<file path="config.mk">
export PLATFORM = sky130hd
export DESIGN_NAME = load_store_unit_flat
export DESIGN_NICKNAME = d
export VERILOG_FILES = /design/src/rtl/load_store_unit_if.sv /design/src/rtl/load_store_unit.sv /design/src/flat_wrapper.sv
export SDC_FILE = /design/constraint.sdc
export NUM_CORES = 1
export LEC_CHECK = 0
export CAP_MARGIN = 10
export CORE_ASPECT_RATIO = 0.5
export CORE_MARGIN = 3
export CORE_UTILIZATION = 42
export CTS_CLUSTER_DIAMETER = 80
export DETAILED_ROUTE_END_ITERATION = 6
export MAX_ROUTING_LAYER = met4
export PLACE_DENSITY = 0.88
export REMOVE_ABC_BUFFERS = 1
export SLEW_MARGIN = 20
export SYNTH_ARGS = -nofsm -noshare
export SYNTH_HDL_FRONTEND = slang
export SYNTH_SLANG_ARGS = --single-unit
export TNS_END_PERCENT = 5
</file>
<file path="constraint.sdc">
create_clock -name clk -period 1.9 [get_ports clk]
set_input_delay 0.38 -clock clk [delete_from_list [all_inputs] [get_ports clk]]
set_output_delay 0.38 -clock clk [all_outputs]
set_load 0.1 [all_outputs]
</file>
<file path="src/rtl/load_store_unit_if.sv">
// Core-side request/response bundle and memory-side port bundle for the LSU.
// Core side is valid/ready in both directions; memory side has no flow control.
interface load_store_unit_if;
  logic        req_valid;
  logic        req_ready;
  logic        req_is_store;
  logic [2:0]  req_funct3;
  logic [31:0] req_addr;
  logic [31:0] req_wdata;
  logic        resp_valid;
  logic        resp_ready;
  logic [31:0] resp_rdata;
  logic        resp_err;

  modport master (
    output req_valid, req_is_store, req_funct3, req_addr, req_wdata, resp_ready,
    input  req_ready, resp_valid, resp_rdata, resp_err
  );
  modport slave (
    input  req_valid, req_is_store, req_funct3, req_addr, req_wdata, resp_ready,
    output req_ready, resp_valid, resp_rdata, resp_err
  );
endinterface

interface load_store_unit_mem_if;
  logic [31:0] mem_addr;
  logic [31:0] mem_wdata;
  logic [3:0]  mem_mask;
  logic        mem_wr_en;
  logic        mem_rd_en;
  logic        mem_cs;
  logic [31:0] mem_rdata;

  modport master (
    output mem_addr, mem_wdata, mem_mask, mem_wr_en, mem_rd_en, mem_cs,
    input  mem_rdata
  );
  modport slave (
    input  mem_addr, mem_wdata, mem_mask, mem_wr_en, mem_rd_en, mem_cs,
    output mem_rdata
  );
endinterface

</file>
<file path="src/rtl/load_store_unit.sv">
// Single-outstanding load/store initiator: IDLE -> ACCESS -> RESP, 2 cycles to response (1 on error).
// req_ready only in IDLE; the response is held in RESP until resp_ready.
module load_store_unit (
  input  logic                         clk,
  input  logic                         reset,
  load_store_unit_if.slave             core,
  load_store_unit_mem_if.master        mem
);

  typedef enum logic [1:0] {IDLE, ACCESS, RESP} state_e;

  state_e      state_q, state_d;
  logic        req_ready_q, req_ready_d;
  logic        resp_valid_q, resp_valid_d;
  logic        resp_err_q, resp_err_d;
  logic [31:0] resp_rdata_q, resp_rdata_d;
  logic [31:0] mem_addr_q, mem_addr_d;
  logic [31:0] mem_wdata_q, mem_wdata_d;
  logic [3:0]  mem_mask_q, mem_mask_d;
  logic        mem_wr_en_q, mem_wr_en_d;
  logic        mem_rd_en_q, mem_rd_en_d;
  logic        mem_cs_q, mem_cs_d;
  logic        is_store_q, is_store_d;
  logic [2:0]  funct3_q, funct3_d;
  logic [1:0]  off_q, off_d;

  function automatic logic req_error(input logic st, input logic [2:0] f3, input logic [1:0] off);
    logic illegal;
    logic misal;
    if (st) illegal = f3[2] | (f3[1:0] == 2'b11);
    else    illegal = (f3[1:0] == 2'b11) | (f3 == 3'b110);
    misal = ((f3[1:0] == 2'b01) && off[0]) || ((f3[1:0] == 2'b10) && (off != 2'b00));
    return illegal | misal;
  endfunction

  function automatic logic [31:0] load_extract(input logic [2:0] f3, input logic [1:0] off,
                                               input logic [31:0] rdata);
    logic [31:0] sh;
    sh = rdata >> {off, 3'b000};
    case (f3)
      3'b000:  return {{24{sh[7]}}, sh[7:0]};
      3'b001:  return {{16{sh[15]}}, sh[15:0]};
      3'b100:  return {24'd0, sh[7:0]};
      3'b101:  return {16'd0, sh[15:0]};
      default: return rdata;
    endcase
  endfunction

  always_comb begin
    state_d      = state_q;
    req_ready_d  = req_ready_q;
    resp_valid_d = resp_valid_q;
    resp_err_d   = resp_err_q;
    resp_rdata_d = resp_rdata_q;
    is_store_d   = is_store_q;
    funct3_d     = funct3_q;
    off_d        = off_q;
    // memory pins return to idle every cycle unless a new access is launched
    mem_addr_d   = 32'd0;
    mem_wdata_d  = 32'd0;
    mem_mask_d   = 4'b0000;
    mem_wr_en_d  = 1'b1;
    mem_rd_en_d  = 1'b0;
    mem_cs_d     = 1'b1;

    case (state_q)
      IDLE: begin
        if (core.req_valid) begin
          is_store_d  = core.req_is_store;
          funct3_d    = core.req_funct3;
          off_d       = core.req_addr[1:0];
          req_ready_d = 1'b0;
          if (req_error(core.req_is_store, core.req_funct3, core.req_addr[1:0])) begin
            state_d      = RESP;
            resp_valid_d = 1'b1;
            resp_err_d   = 1'b1;
            resp_rdata_d = 32'd0;
          end else begin
            state_d    = ACCESS;
            resp_err_d = 1'b0;
            mem_cs_d   = 1'b0;
            mem_addr_d = core.req_addr;
            if (core.req_is_store) begin
              mem_wr_en_d = 1'b0;
              case (core.req_funct3[1:0])
                2'b00: begin
                  mem_wdata_d = {4{core.req_wdata[7:0]}};
                  mem_mask_d  = 4'b0001 << core.req_addr[1:0];
                end
                2'b01: begin
                  mem_wdata_d = {2{core.req_wdata[15:0]}};
                  mem_mask_d  = core.req_addr[1] ? 4'b1100 : 4'b0011;
                end
                default: begin
                  mem_wdata_d = core.req_wdata;
                  mem_mask_d  = 4'b1111;
                end
              endcase
            end else begin
              mem_rd_en_d = 1'b1;
            end
          end
        end
      end
      ACCESS: begin
        state_d      = RESP;
        resp_valid_d = 1'b1;
        resp_err_d   = 1'b0;
        resp_rdata_d = is_store_q ? 32'd0 : load_extract(funct3_q, off_q, mem.mem_rdata);
      end
      RESP: begin
        if (core.resp_ready) begin
          state_d      = IDLE;
          resp_valid_d = 1'b0;
          req_ready_d  = 1'b1;
        end
      end
      default: begin
        state_d      = IDLE;
        resp_valid_d = 1'b0;
        req_ready_d  = 1'b1;
      end
    endcase
  end

  always_ff @(posedge clk or negedge reset) begin
    if (!reset) begin
      state_q      <= IDLE;
      req_ready_q  <= 1'b1;
      resp_valid_q <= 1'b0;
      resp_err_q   <= 1'b0;
      resp_rdata_q <= 32'd0;
      mem_addr_q   <= 32'd0;
      mem_wdata_q  <= 32'd0;
      mem_mask_q   <= 4'b0000;
      mem_wr_en_q  <= 1'b1;
      mem_rd_en_q  <= 1'b0;
      mem_cs_q     <= 1'b1;
      is_store_q   <= 1'b0;
      funct3_q     <= 3'd0;
      off_q        <= 2'd0;
    end else begin
      state_q      <= state_d;
      req_ready_q  <= req_ready_d;
      resp_valid_q <= resp_valid_d;
      resp_err_q   <= resp_err_d;
      resp_rdata_q <= resp_rdata_d;
      mem_addr_q   <= mem_addr_d;
      mem_wdata_q  <= mem_wdata_d;
      mem_mask_q   <= mem_mask_d;
      mem_wr_en_q  <= mem_wr_en_d;
      mem_rd_en_q  <= mem_rd_en_d;
      mem_cs_q     <= mem_cs_d;
      is_store_q   <= is_store_d;
      funct3_q     <= funct3_d;
      off_q        <= off_d;
    end
  end

  assign core.req_ready  = req_ready_q;
  assign core.resp_valid = resp_valid_q;
  assign core.resp_err   = resp_err_q;
  assign core.resp_rdata = resp_rdata_q;
  assign mem.mem_addr    = mem_addr_q;
  assign mem.mem_wdata   = mem_wdata_q;
  assign mem.mem_mask    = mem_mask_q;
  assign mem.mem_wr_en   = mem_wr_en_q;
  assign mem.mem_rd_en   = mem_rd_en_q;
  assign mem.mem_cs      = mem_cs_q;

endmodule

</file>
<file path="src/flat_wrapper.sv">
// flat-port wrapper written by rule: the top's interface ports become plain ports
module load_store_unit_flat 
  (clk, reset, core_req_valid, core_req_is_store, core_req_funct3, core_req_addr, core_req_wdata, core_resp_ready, core_req_ready, core_resp_valid, core_resp_rdata, core_resp_err, mem_mem_addr, mem_mem_wdata, mem_mem_mask, mem_mem_wr_en, mem_mem_rd_en, mem_mem_cs, mem_mem_rdata);
  load_store_unit_if core_i ();
  load_store_unit_mem_if mem_i ();
  input  logic clk;
  input  logic reset;
  input wire logic [$bits(core_i.req_valid)-1:0] core_req_valid;
  input wire logic [$bits(core_i.req_is_store)-1:0] core_req_is_store;
  input wire logic [$bits(core_i.req_funct3)-1:0] core_req_funct3;
  input wire logic [$bits(core_i.req_addr)-1:0] core_req_addr;
  input wire logic [$bits(core_i.req_wdata)-1:0] core_req_wdata;
  input wire logic [$bits(core_i.resp_ready)-1:0] core_resp_ready;
  output wire logic [$bits(core_i.req_ready)-1:0] core_req_ready;
  output wire logic [$bits(core_i.resp_valid)-1:0] core_resp_valid;
  output wire logic [$bits(core_i.resp_rdata)-1:0] core_resp_rdata;
  output wire logic [$bits(core_i.resp_err)-1:0] core_resp_err;
  output wire logic [$bits(mem_i.mem_addr)-1:0] mem_mem_addr;
  output wire logic [$bits(mem_i.mem_wdata)-1:0] mem_mem_wdata;
  output wire logic [$bits(mem_i.mem_mask)-1:0] mem_mem_mask;
  output wire logic [$bits(mem_i.mem_wr_en)-1:0] mem_mem_wr_en;
  output wire logic [$bits(mem_i.mem_rd_en)-1:0] mem_mem_rd_en;
  output wire logic [$bits(mem_i.mem_cs)-1:0] mem_mem_cs;
  input wire logic [$bits(mem_i.mem_rdata)-1:0] mem_mem_rdata;
  assign core_i.req_valid = core_req_valid;
  assign core_i.req_is_store = core_req_is_store;
  assign core_i.req_funct3 = core_req_funct3;
  assign core_i.req_addr = core_req_addr;
  assign core_i.req_wdata = core_req_wdata;
  assign core_i.resp_ready = core_resp_ready;
  assign core_req_ready = core_i.req_ready;
  assign core_resp_valid = core_i.resp_valid;
  assign core_resp_rdata = core_i.resp_rdata;
  assign core_resp_err = core_i.resp_err;
  assign mem_mem_addr = mem_i.mem_addr;
  assign mem_mem_wdata = mem_i.mem_wdata;
  assign mem_mem_mask = mem_i.mem_mask;
  assign mem_mem_wr_en = mem_i.mem_wr_en;
  assign mem_mem_rd_en = mem_i.mem_rd_en;
  assign mem_mem_cs = mem_i.mem_cs;
  assign mem_i.mem_rdata = mem_mem_rdata;
  load_store_unit u_core (.clk(clk), .reset(reset), .core(core_i), .mem(mem_i));
endmodule
</file>
### Yosys cells after proc, flatten, opt, wreduce, memory -nomap -nowiden

Index checks and enable logic that the tools add are counted.

| word-level totals | value |
|---|---|
| register bits | 114 |
| word-level logic and storage cells | 91 |

| operators by class | value |
|---|---|
| equality and inequality tests | 12 |
| shift-type cells | 2 |
| mux-type cells | 45 |
| bitwise logic cells | 4 |
| reduce and logical (&&, ||, !) cells | 14 |

Operator list:

| kind | count |
|---|---|
| $mux W32 | 10 |
| $pmux W32 S2 | 2 |
| $pmux W32 S4 | 1 |
| $shr A32 B5 Y16 | 1 |
| $mux W4 | 5 |
| $mux W1 | 19 |
| $eq A3 B3 Y1 const B | 3 |
| $reduce_and A3 Y1 | 3 |
| $pmux W4 S2 | 1 |
| $eq A2 B2 Y1 const B | 3 |
| $mux W2 | 3 |
| $pmux W1 S3 | 2 |
| $pmux W2 S3 | 1 |
| $reduce_and A2 Y1 | 3 |
| $eq A2 B1 Y1 const B | 2 |
| $logic_not A2 Y1 | 2 |
| $ne A2 B2 Y1 const B | 2 |
| $reduce_bool A2 Y1 | 2 |
| $shl A1 B2 Y4 const A | 1 |
| $eq A3 B1 Y1 const B | 1 |
| $logic_not A3 Y1 | 1 |
| $or A1 B1 Y1 | 3 |
| $logic_and A1 B1 Y1 | 2 |
| $ne A2 B1 Y1 const B | 1 |
| 3 further kinds | 3 |

### Longest topological paths before layout

Gate-level depths: netlist of run 1.

| depth | value |
|---|---|
| depth after elaboration | 9 |
| gate-level depth with buffers | 8 |
| gate-level depth less buffers | 6 |

### Worst setup path before layout of run 1

OpenSTA, ideal clock, no wires.

| timing | value |
|---|---|
| kind | input-to-reg |
| start point | in core_req_funct3[1] |
| end point | reg u_core.resp_rdata_q[4] (netlist: u_core.core.resp_rdata[4]) |
| arrival time | 1,469 ps |
| path slack | 305 ps |
| stages on the path | 6 |
| buffers on the path | 3 |
| cells stage by stage | buf_2 a221oi_2 o31a_1 buf_2 buf_6 a221o_1 |

| between the ends | value |
|---|---|
| longest elaborated chain between the ends | 8 |
| elaborated cells on any way between the ends | 15 |
| those cells by class | eq/ne (5); mux (3); bitwise (3); reduce/logical (4) |

RTL lines:

| element | line | text |
|---|---|---|
| from (decl) | flat_wrapper.sv:10 | `input wire logic [$bits(core_i.req_funct3)-1:0] core_req_funct3;` |
| $eq A3 B3 Y1 / $eq A2 B2 Y1 (equally long branches) | load_store_unit.sv:31, load_store_unit.sv:30 |  |
| $or A1 B1 Y1 (on tied branches) | load_store_unit.sv:31, load_store_unit.sv:30 |  |
| $mux W1 | load_store_unit.sv:30 | `if (st) illegal = f3[2] \| (f3[1:0] == 2'b11);` |
| $mux W1 | load_store_unit.sv:68 | `if (core.req_valid) begin` |
| $mux W1 | load_store_unit.sv:66 | `case (state_q)` |
| $or A1 B1 Y1 * | load_store_unit.sv:33 | `return illegal \| misal;` |
| $ne A2 B1 Y1 (no source line) * | - |  |
| $reduce_and A3 Y1 (no source line) * | - |  |
| to (signal assigned) | load_store_unit.sv:147 | `resp_rdata_q <= resp_rdata_d;` |
| to (decl) | load_store_unit.sv:16 | `logic [31:0] resp_rdata_q, resp_rdata_d;` |

Every way passes the cells marked *; elsewhere a longest branch is shown, timed or not. The select of a mux whose other input is x is not followed.
A chain may end at the register's enable or synchronous reset.

### Worst setup path after layout of run 1

| timing | value |
|---|---|
| start point | in core_req_funct3[0] |
| end point | reg u_core.mem_mask_q[1] (netlist: u_core.mem.mem_mask[1]) |

| between the ends | value |
|---|---|
| longest elaborated chain between the ends | 9 |
| elaborated cells on any way between the ends | 19 |
| those cells by class | eq/ne (4); mux (8); bitwise (3); reduce/logical (4) |

RTL lines:

| element | line | text |
|---|---|---|
| $eq A3 B3 Y1 / $eq A2 B2 Y1 (equally long branches) | load_store_unit.sv:31, load_store_unit.sv:30 |  |
| $or A1 B1 Y1 (on tied branches) | load_store_unit.sv:31, load_store_unit.sv:30 |  |
| $mux W1 | load_store_unit.sv:30 |  |
| $mux W1 | load_store_unit.sv:68 |  |
| $mux W1 | load_store_unit.sv:66 |  |
| $or A1 B1 Y1 | load_store_unit.sv:33 |  |
| $mux W4 * | load_store_unit.sv:73 | `if (req_error(core.req_is_store, core.req_funct3, core.req_addr[1:0])) begin` |
| $mux W4 * | load_store_unit.sv:68 |  |
| $mux W4 * | load_store_unit.sv:66 |  |
| via u_core.mem_mask_d[1] | load_store_unit.sv:19 | `logic [3:0] mem_mask_q, mem_mask_d;` |
| to (signal assigned) | load_store_unit.sv:150 | `mem_mask_q <= mem_mask_d;` |
| to (decl) | load_store_unit.sv:19 |  |

The timed path passes the listed nets; every way through them passes the cells marked *. The select of a mux whose other input is x is not followed.

==> flow_summary_export.csv, run 1 <==
group,metric,value,unit
run_status,status,"finished, final reports clean",
finish,n_antenna_cell,0,
finish,layout.nets,779,
route,first_iter_violations,388,
floorplanning,dieArea,0.01261,mm2
finish,final_common_cell,"buf_4",
finish,drive_above_1_share,28.20,%
finish,final_cell_mix,"116 x buf_4, 111 x dfrtp_1, 102 x clkdlybuf4s50_1",
pwr,p_switching,3.727,mW
pwr,power.total,9.616,mW
clock_network,clkSlewWorstSetupHoldPaths,0.05,ns
critical_path,cp_cell_sequence,"clkdlybuf4s50_1 > nor4_2 > nor2_1 > nor2_4 > inv_2 > a21oi_1",
timing,tightest_slew,0.7649,ns
placement,portBuffers,209,
pwr,seqPwrFrac,30.6,%
timing,skew,0.006740,ns
pwr,p_leak,3.855,nW
pwr,swShare,38.76,%
global_routing,antenna_found_initial,0,
floorplanning,die_w,155.9,um
global_routing,grt_pass1_vias,4460,
placement,gp_congestion,0.8525,
synth,synthAdderAreaFrac,0,%
synth,syn_avg_cell_area,10.87,um2
pwr,intPower,5.889,mW
critical_path,critPathArrivalTime,2.20,ns
synth,ys_ff_latch,114,
timing,timing.fmax,527.1,MHz
route,routedWlPerCell,19.27,um
route,vias,4321,
route,wirelength,15.96,mm
global_routing,grt_max_degree,42,
hold_path,min-delay-path-class,"reg2reg",
clock_network,cts.sinks,114,
synth,synth_top_area_cell,"dfrtp_1",
synth,synth_top_area_share,58.90,%
critical_path,cp_max_fo,29,
critical_path,crit_path_start_kind,"input pin",
route,remaining_drc_errors,0,
clock_network,numCtsBuffers,17,
synth,synth_compound_area_share,13.64,%
synth,ys_seq_area_share,60.57,%
timing,rsz0062_at_grt,"true",
floorplanning,pin_count,210,
pwr,pwr-share-clk,32.3,%
synth,synth_top_family_by_area,"simple AND/OR/NAND/NOR gates",
critical_path,crit_buf_inv,2,
pwr,power.density,1230,mW/mm2
pwr,peakVddDrop,713.1,uV
synth,yosysWarnings,0,
clock_network,clock_latency,0.41,ns
timing,setup_viol_count_final,0,
clock_network,cts-root-buf,"clkbuf_16",
finish,synthToLayoutAreaGrowth,65.75,%
timing,fin_crit,1.897,ns
clock_network,cts_tree,"done",
flow_run,drv_cap,0,
clock_network,cts_setup_buffers,0,
timing,finalHoldViolCount,0,
critical_path,cp_top_family,"simple AND/OR/NAND/NOR gates",
critical_path,slowest_stage,"clkdlybuf4s50_1",
placement,hpwl,10.88,mm
route,drtPass1Iterations,5,
route,avgViaCountPerCell,5.219,
floorplanning,fp-row-count,26,
global_routing,grt_use_total,25.80,%
synth,synth_xor_area_share,0,%
synth,synth_area_leaders,"dfrtp_1 59%, mux2i_1 5.3%, and2_1 5.0%",
floorplanning,start_util,44.60,%
timing,tns,0,ns
synth,syn_inst,434,
synth,ys_types,39,
floorplanning,die-height,80.93,um
floorplanning,core-area,0.01057,mm2
clock_network,cts_max_level,4,
global_routing,overflow,0,
timing,slew_viol_final,0,
synth,synth-simple-area-share,15.36,%
clock_network,clockBufferDepth,2,
synth,netlist_area,0.004716,mm2
timing,period_share,99.86,%
global_routing,grt_pass1_wl,24.08,mm
critical_path,worst_setup_path_end_kind,"flop",
pwr,combinationalPowerShare,37.1,%
critical_path,cp.required,2.21,ns
synth,yosys-mux-area-fraction,6.739,%
critical_path,slowest_delay,0.51,ns
route,ant_nets,0,
critical_path,worst-setup-path-type,"in2reg",
timing,relSlewSlack,48.62,%
[power groups by stage]
stage                     Combinational (mW)  Clock (mW)  Sequential, mW
after floorplan                        0.651           0            4.43
after global placement                  3.47           0            2.96
after detailed placement                3.51           0            2.97
after CTS                               3.55        3.12            2.94
after global routing                    3.72        3.25            2.98
final                                   3.57        3.10            2.95
[cells in the mapped netlist (all sizes together)]
cell	instances
nand3b	1
mux2i	25
nor4	1
nor3	3
dfrtp	111
o31ai	1
and3	2
inv	8
o21ai	38
o221ai	1
nand2	48
o21a	1
a21oi	35
a22oi	18
buf	17
mux2	6
nor2	43
nand2b	4
a22o	1
o21bai	1
clkbuf	9
nor2b	9
o22a	1
a211o	1
a221o	6
and2	38
dfstp	3
a221oi	1
o31a	1
[worst reg2reg max path, cell delays in order, from the launching register on]
cell	delay, ns
dfrtp_1	0.38
buf_4	0.15
nand2b_1	0.19
nor2_1	0.16
nand2_1	0.12
nor2_4	0.12
inv_2	0.24
a21oi_1	0.29
[metal layers]
metal | vias up | GRT usage (%) | part of all wire (%)
met5 | - | - | 0
met4 | 0 | 10.40 | 3.6
met3 | 46 | 6.386 | 5.1
met2 | 170 | 45.39 | 53
met1 | 2140 | 28.72 | 39
li1 | 1965 | - | -
[state kept, by name (all words and copies together), names as in the netlist, 2 cells and up]
| name | flops |
|---|---|
| u_core.core.resp_rdata | 32 |
| u_core.mem.mem_addr | 32 |
| u_core.mem.mem_wdata | 32 |
| u_core.mem.mem_mask | 4 |
| u_core.funct3_q | 3 |
| u_core.off_q | 2 |
| u_core.state_q | 2 |
[final timing paths]
check	start	end	slack, ns	cells past startpoint
worst min-delay path	u_core.core.resp_rdata[8]$_DFFE_PN0P_	u_core.core.resp_rdata[8]$_DFFE_PN0P_	0.50	2
min in group asynchronous	reset	u_core.mem.mem_wdata[28]$_DFF_PN0_	0.52	2
worst max register to register	u_core.state_q[1]$_DFFE_PN0P_	u_core.mem.mem_mask[1]$_DFF_PN0_	0.16	7
max in group asynchronous	reset	u_core.core.resp_rdata[10]$_DFFE_PN0P_	0.72	3
worst max-delay path	core_req_funct3[0]	u_core.mem.mem_mask[1]$_DFF_PN0_	0.003	6
worst min register to register	u_core.core.resp_rdata[8]$_DFFE_PN0P_	u_core.core.resp_rdata[8]$_DFFE_PN0P_	0.50	2
[per-stage QoR]
stage / utilization (%) / setup slack, ns / area [um2] / hold slack (ns) / std cells
2_1_floorplan: - / 0.04867 / 4572 / 0.08441 / 408
3_3_place_gp: 68.28 / -0.2306 / 7219 / 0.3982 / 795
3_5_place_dp: 68.28 / -0.3544 / 7219 / 0.3990 / 795
4_1_cts: 73.85 / 0.02530 / 7807 / 0.5080 / 828
5_1_grt: 73.93 / -0.04249 / 7816 / 0.5197 / 828
6_report: 73.93 / 0.002705 / 7816 / 0.5007 / 828
[cells by family after synthesis]
family	count (synthesis)
simple gates	149
flops	114
compound gates	106
buf+inv	34
mux	31
[layout make-up]
cell class | count | area, um2
clock buffers | 21 | 460.4
flip-flops and latches | 114 | 2856
clock inverters | 11 | 111.4
fillers | 654 | 2756
multi-input cells | 286 | 1700
well taps | 140 | 175.2
repair buffers | 248 | 2482
inverters | 8 | 30.03
[repair_timing]
action / in CTS / in global routing
pin swaps: 0 / 0
endpoints found under the setup margin: 13 / 21
hold endpoints to repair: 33 / 0
hold buffers: 1 / 0
resized for setup: 1 / 2
gates cloned: 0 / 0
Note: power is estimated with default switching activity, not from simulation.
==> run 2: changes to the inputs <==
--- a/config.mk
+++ b/config.mk
@@ -6,13 +6,13 @@
 export NUM_CORES = 1
 export LEC_CHECK = 0
 export CAP_MARGIN = 10
-export CORE_ASPECT_RATIO = 0.5
 export CORE_MARGIN = 3
-export CORE_UTILIZATION = 42
+export CORE_UTILIZATION = 35
 export CTS_CLUSTER_DIAMETER = 80
 export DETAILED_ROUTE_END_ITERATION = 6
 export MAX_ROUTING_LAYER = met4
-export PLACE_DENSITY = 0.88
+export PLACE_DENSITY = 0.77
+export RECOVER_POWER = 25
 export REMOVE_ABC_BUFFERS = 1
 export SLEW_MARGIN = 20
 export SYNTH_ARGS = -nofsm -noshare
==> flow_summary_export.csv, run 2 (synthesized netlist as in run 1, its figures left out) <==
group,metric,value,unit
clock_network,clockBufferDepth,2,
timing,timing.fmax,575.0,MHz
clock_network,clock_latency,0.42,ns
route,routedWlPerCell,16.82,um
global_routing,grt_use_total,19.81,%
global_routing,grt_pass1_wl,21.99,mm
critical_path,critPathArrivalTime,2.08,ns
clock_network,cts_setup_buffers,0,
timing,setup_viol_count_final,0,
pwr,peakVddDrop,639.7,uV
floorplanning,die-height,122.1,um
route,wl_met2,7.299,mm
timing,rsz0062_at_grt,"false",
route,drtPass1Iterations,5,
pwr,p_leak,3.843,nW
route,remaining_drc_errors,0,
placement,portBuffers,209,
clock_network,numCtsBuffers,17,
critical_path,cp.required,2.24,ns
finish,final_cell_mix,"111 x dfrtp_1, 102 x clkdlybuf4s50_1, 94 x buf_4",
run_status,status,"finished, final reports clean",
finish,drive_above_1_share,27.03,%
route,vias,4155,
critical_path,worst-setup-path-type,"reg2reg",
clock_network,cts_tree,"done",
route,highest_layer,"met4",
clock_network,clkSlewWorstSetupHoldPaths,0.05,ns
route,wl_met1,5.661,mm
finish,n_antenna_cell,0,
timing,tns,0,ns
floorplanning,die_w,122.1,um
placement,gp_congestion,0.8717,
route,wl_met3,954,um
route,wirelength,14.28,mm
finish,layout.nets,768,
critical_path,worst_setup_path_end_kind,"flop",
finish,final_design_area_no_fill,0.007939,mm2
finish,final_common_cell,"dfrtp_1",
critical_path,crit_path_start_kind,"flop",
clock_network,cts.sinks,114,
floorplanning,start_util,36.62,%
floorplanning,fp-row-count,41,
pwr,power.total,10.01,mW
hold_path,min-delay-path-class,"in2reg",
timing,relSlewSlack,39.11,%
placement,placed_cell_area,0.007302,mm2
timing,slew_viol_final,0,
placement,hpwl,10.87,mm
timing,finalHoldViolCount,0,
floorplanning,dieArea,0.01490,mm2
route,avgViaCountPerCell,4.894,
clock_network,cts_max_level,4,
global_routing,grt_max_degree,37,
finish,multi_input_area,0.001692,mm2
clock_network,cts-root-buf,"clkbuf_16",
finish,regArea,0.002856,mm2
timing,period_share,91.53,%
finish,nFillCells,1019,
floorplanning,core-area,0.01288,mm2
pwr,power.density,1261,mW/mm2
global_routing,overflow,0,
finish,synthToLayoutAreaGrowth,68.35,%
flow_run,drv_cap,0,
global_routing,grt_pass1_vias,4233,
timing,fin_crit,1.739,ns
floorplanning,pin_count,210,
timing,fin_hold_ws,0.5171,ns
route,ant_nets,0,
global_routing,antenna_found_initial,0,
route,first_iter_violations,233,
timing,skew,0.01087,ns
critical_path,cp_max_fo,6,
timing,tightest_slew,0.9134,ns
run 2: cell types whose count changed in the layout (fill, tap and decap cells not counted), sizes merged:
cell and change:
buf -15, bufinv +3, clkbuf +2, clkinv -4, clkinvlp +3
run 2: report_power, final:
| part | internal (mW) | switching, mW | total (mW) |
|---|---|---|---|
| Sequential | 2.69 | 0.281 | 2.97 |
| Combinational | 1.25 | 2.28 | 3.53 |
| Clock | 2.39 | 1.12 | 3.51 |
| Total | 6.33 | 3.68 | 10.0 |
run 2: metal layers:
metal  track usage [%]  vias up
met5                 -        -
met4             7.978        0
met3             6.546       33
met2             31.66      165
met1             23.16     2014
li1                  -     1943
run 2: worst paths after layout:
path	start	to	slack [ns]	cells past startpoint
worst max-delay path	u_core.state_q[1]$_DFFE_PN0P_	u_core.core.resp_rdata[4]$_DFFE_PN0P_	0.16	3
worst min register to register	u_core.core.resp_rdata[0]$_DFFE_PN0P_	u_core.core.resp_rdata[0]$_DFFE_PN0P_	0.53	1
max in group asynchronous	reset	u_core.mem.mem_wdata[23]$_DFF_PN0_	0.28	3
min in group asynchronous	reset	u_core.core.resp_rdata[3]$_DFFE_PN0P_	0.64	2
worst max register to register	u_core.state_q[1]$_DFFE_PN0P_	u_core.core.resp_rdata[4]$_DFFE_PN0P_	0.16	3
worst min-delay path	core_req_addr[19]	u_core.mem.mem_addr[19]$_DFF_PN0_	0.52	2
run 2: cell type report:
cell class	instances	area share, %
Clock inverter	13	2.616
Timing Repair Buffer	237	31.30
Sequential cell	114	35.98
Tap cell	172	2.711
Multi-Input combinational cell	286	21.31
Inverter	8	0.3783
Clock buffer	19	5.705
run 2: through the flow:
stage               instances  util, %  setup WS, ns
detailed placement        816    56.71       -0.2063
finish                    849    61.66        0.1609
CTS                       849    61.92       0.04820
global route              849    61.66       0.03674
global placement          816    56.71       -0.1674
floorplan                 408        -       0.04867
run 2: repair_timing:
| action | 4_1_cts | 5_1_grt |
|---|---|---|
| hold buffers | 1 | 0 |
| gates resized for setup | 0 | 1 |
| setup endpoints to repair | 0 | 16 |
| endpoints found under the hold margin | 30 | 0 |
run 2: worst max-delay path, cell delays in order, from the launching register on:
cell,delay (ns)
dfrtp_1,0.41
nand2b_2,0.25
nor3_1,0.74
a221o_1,0.27
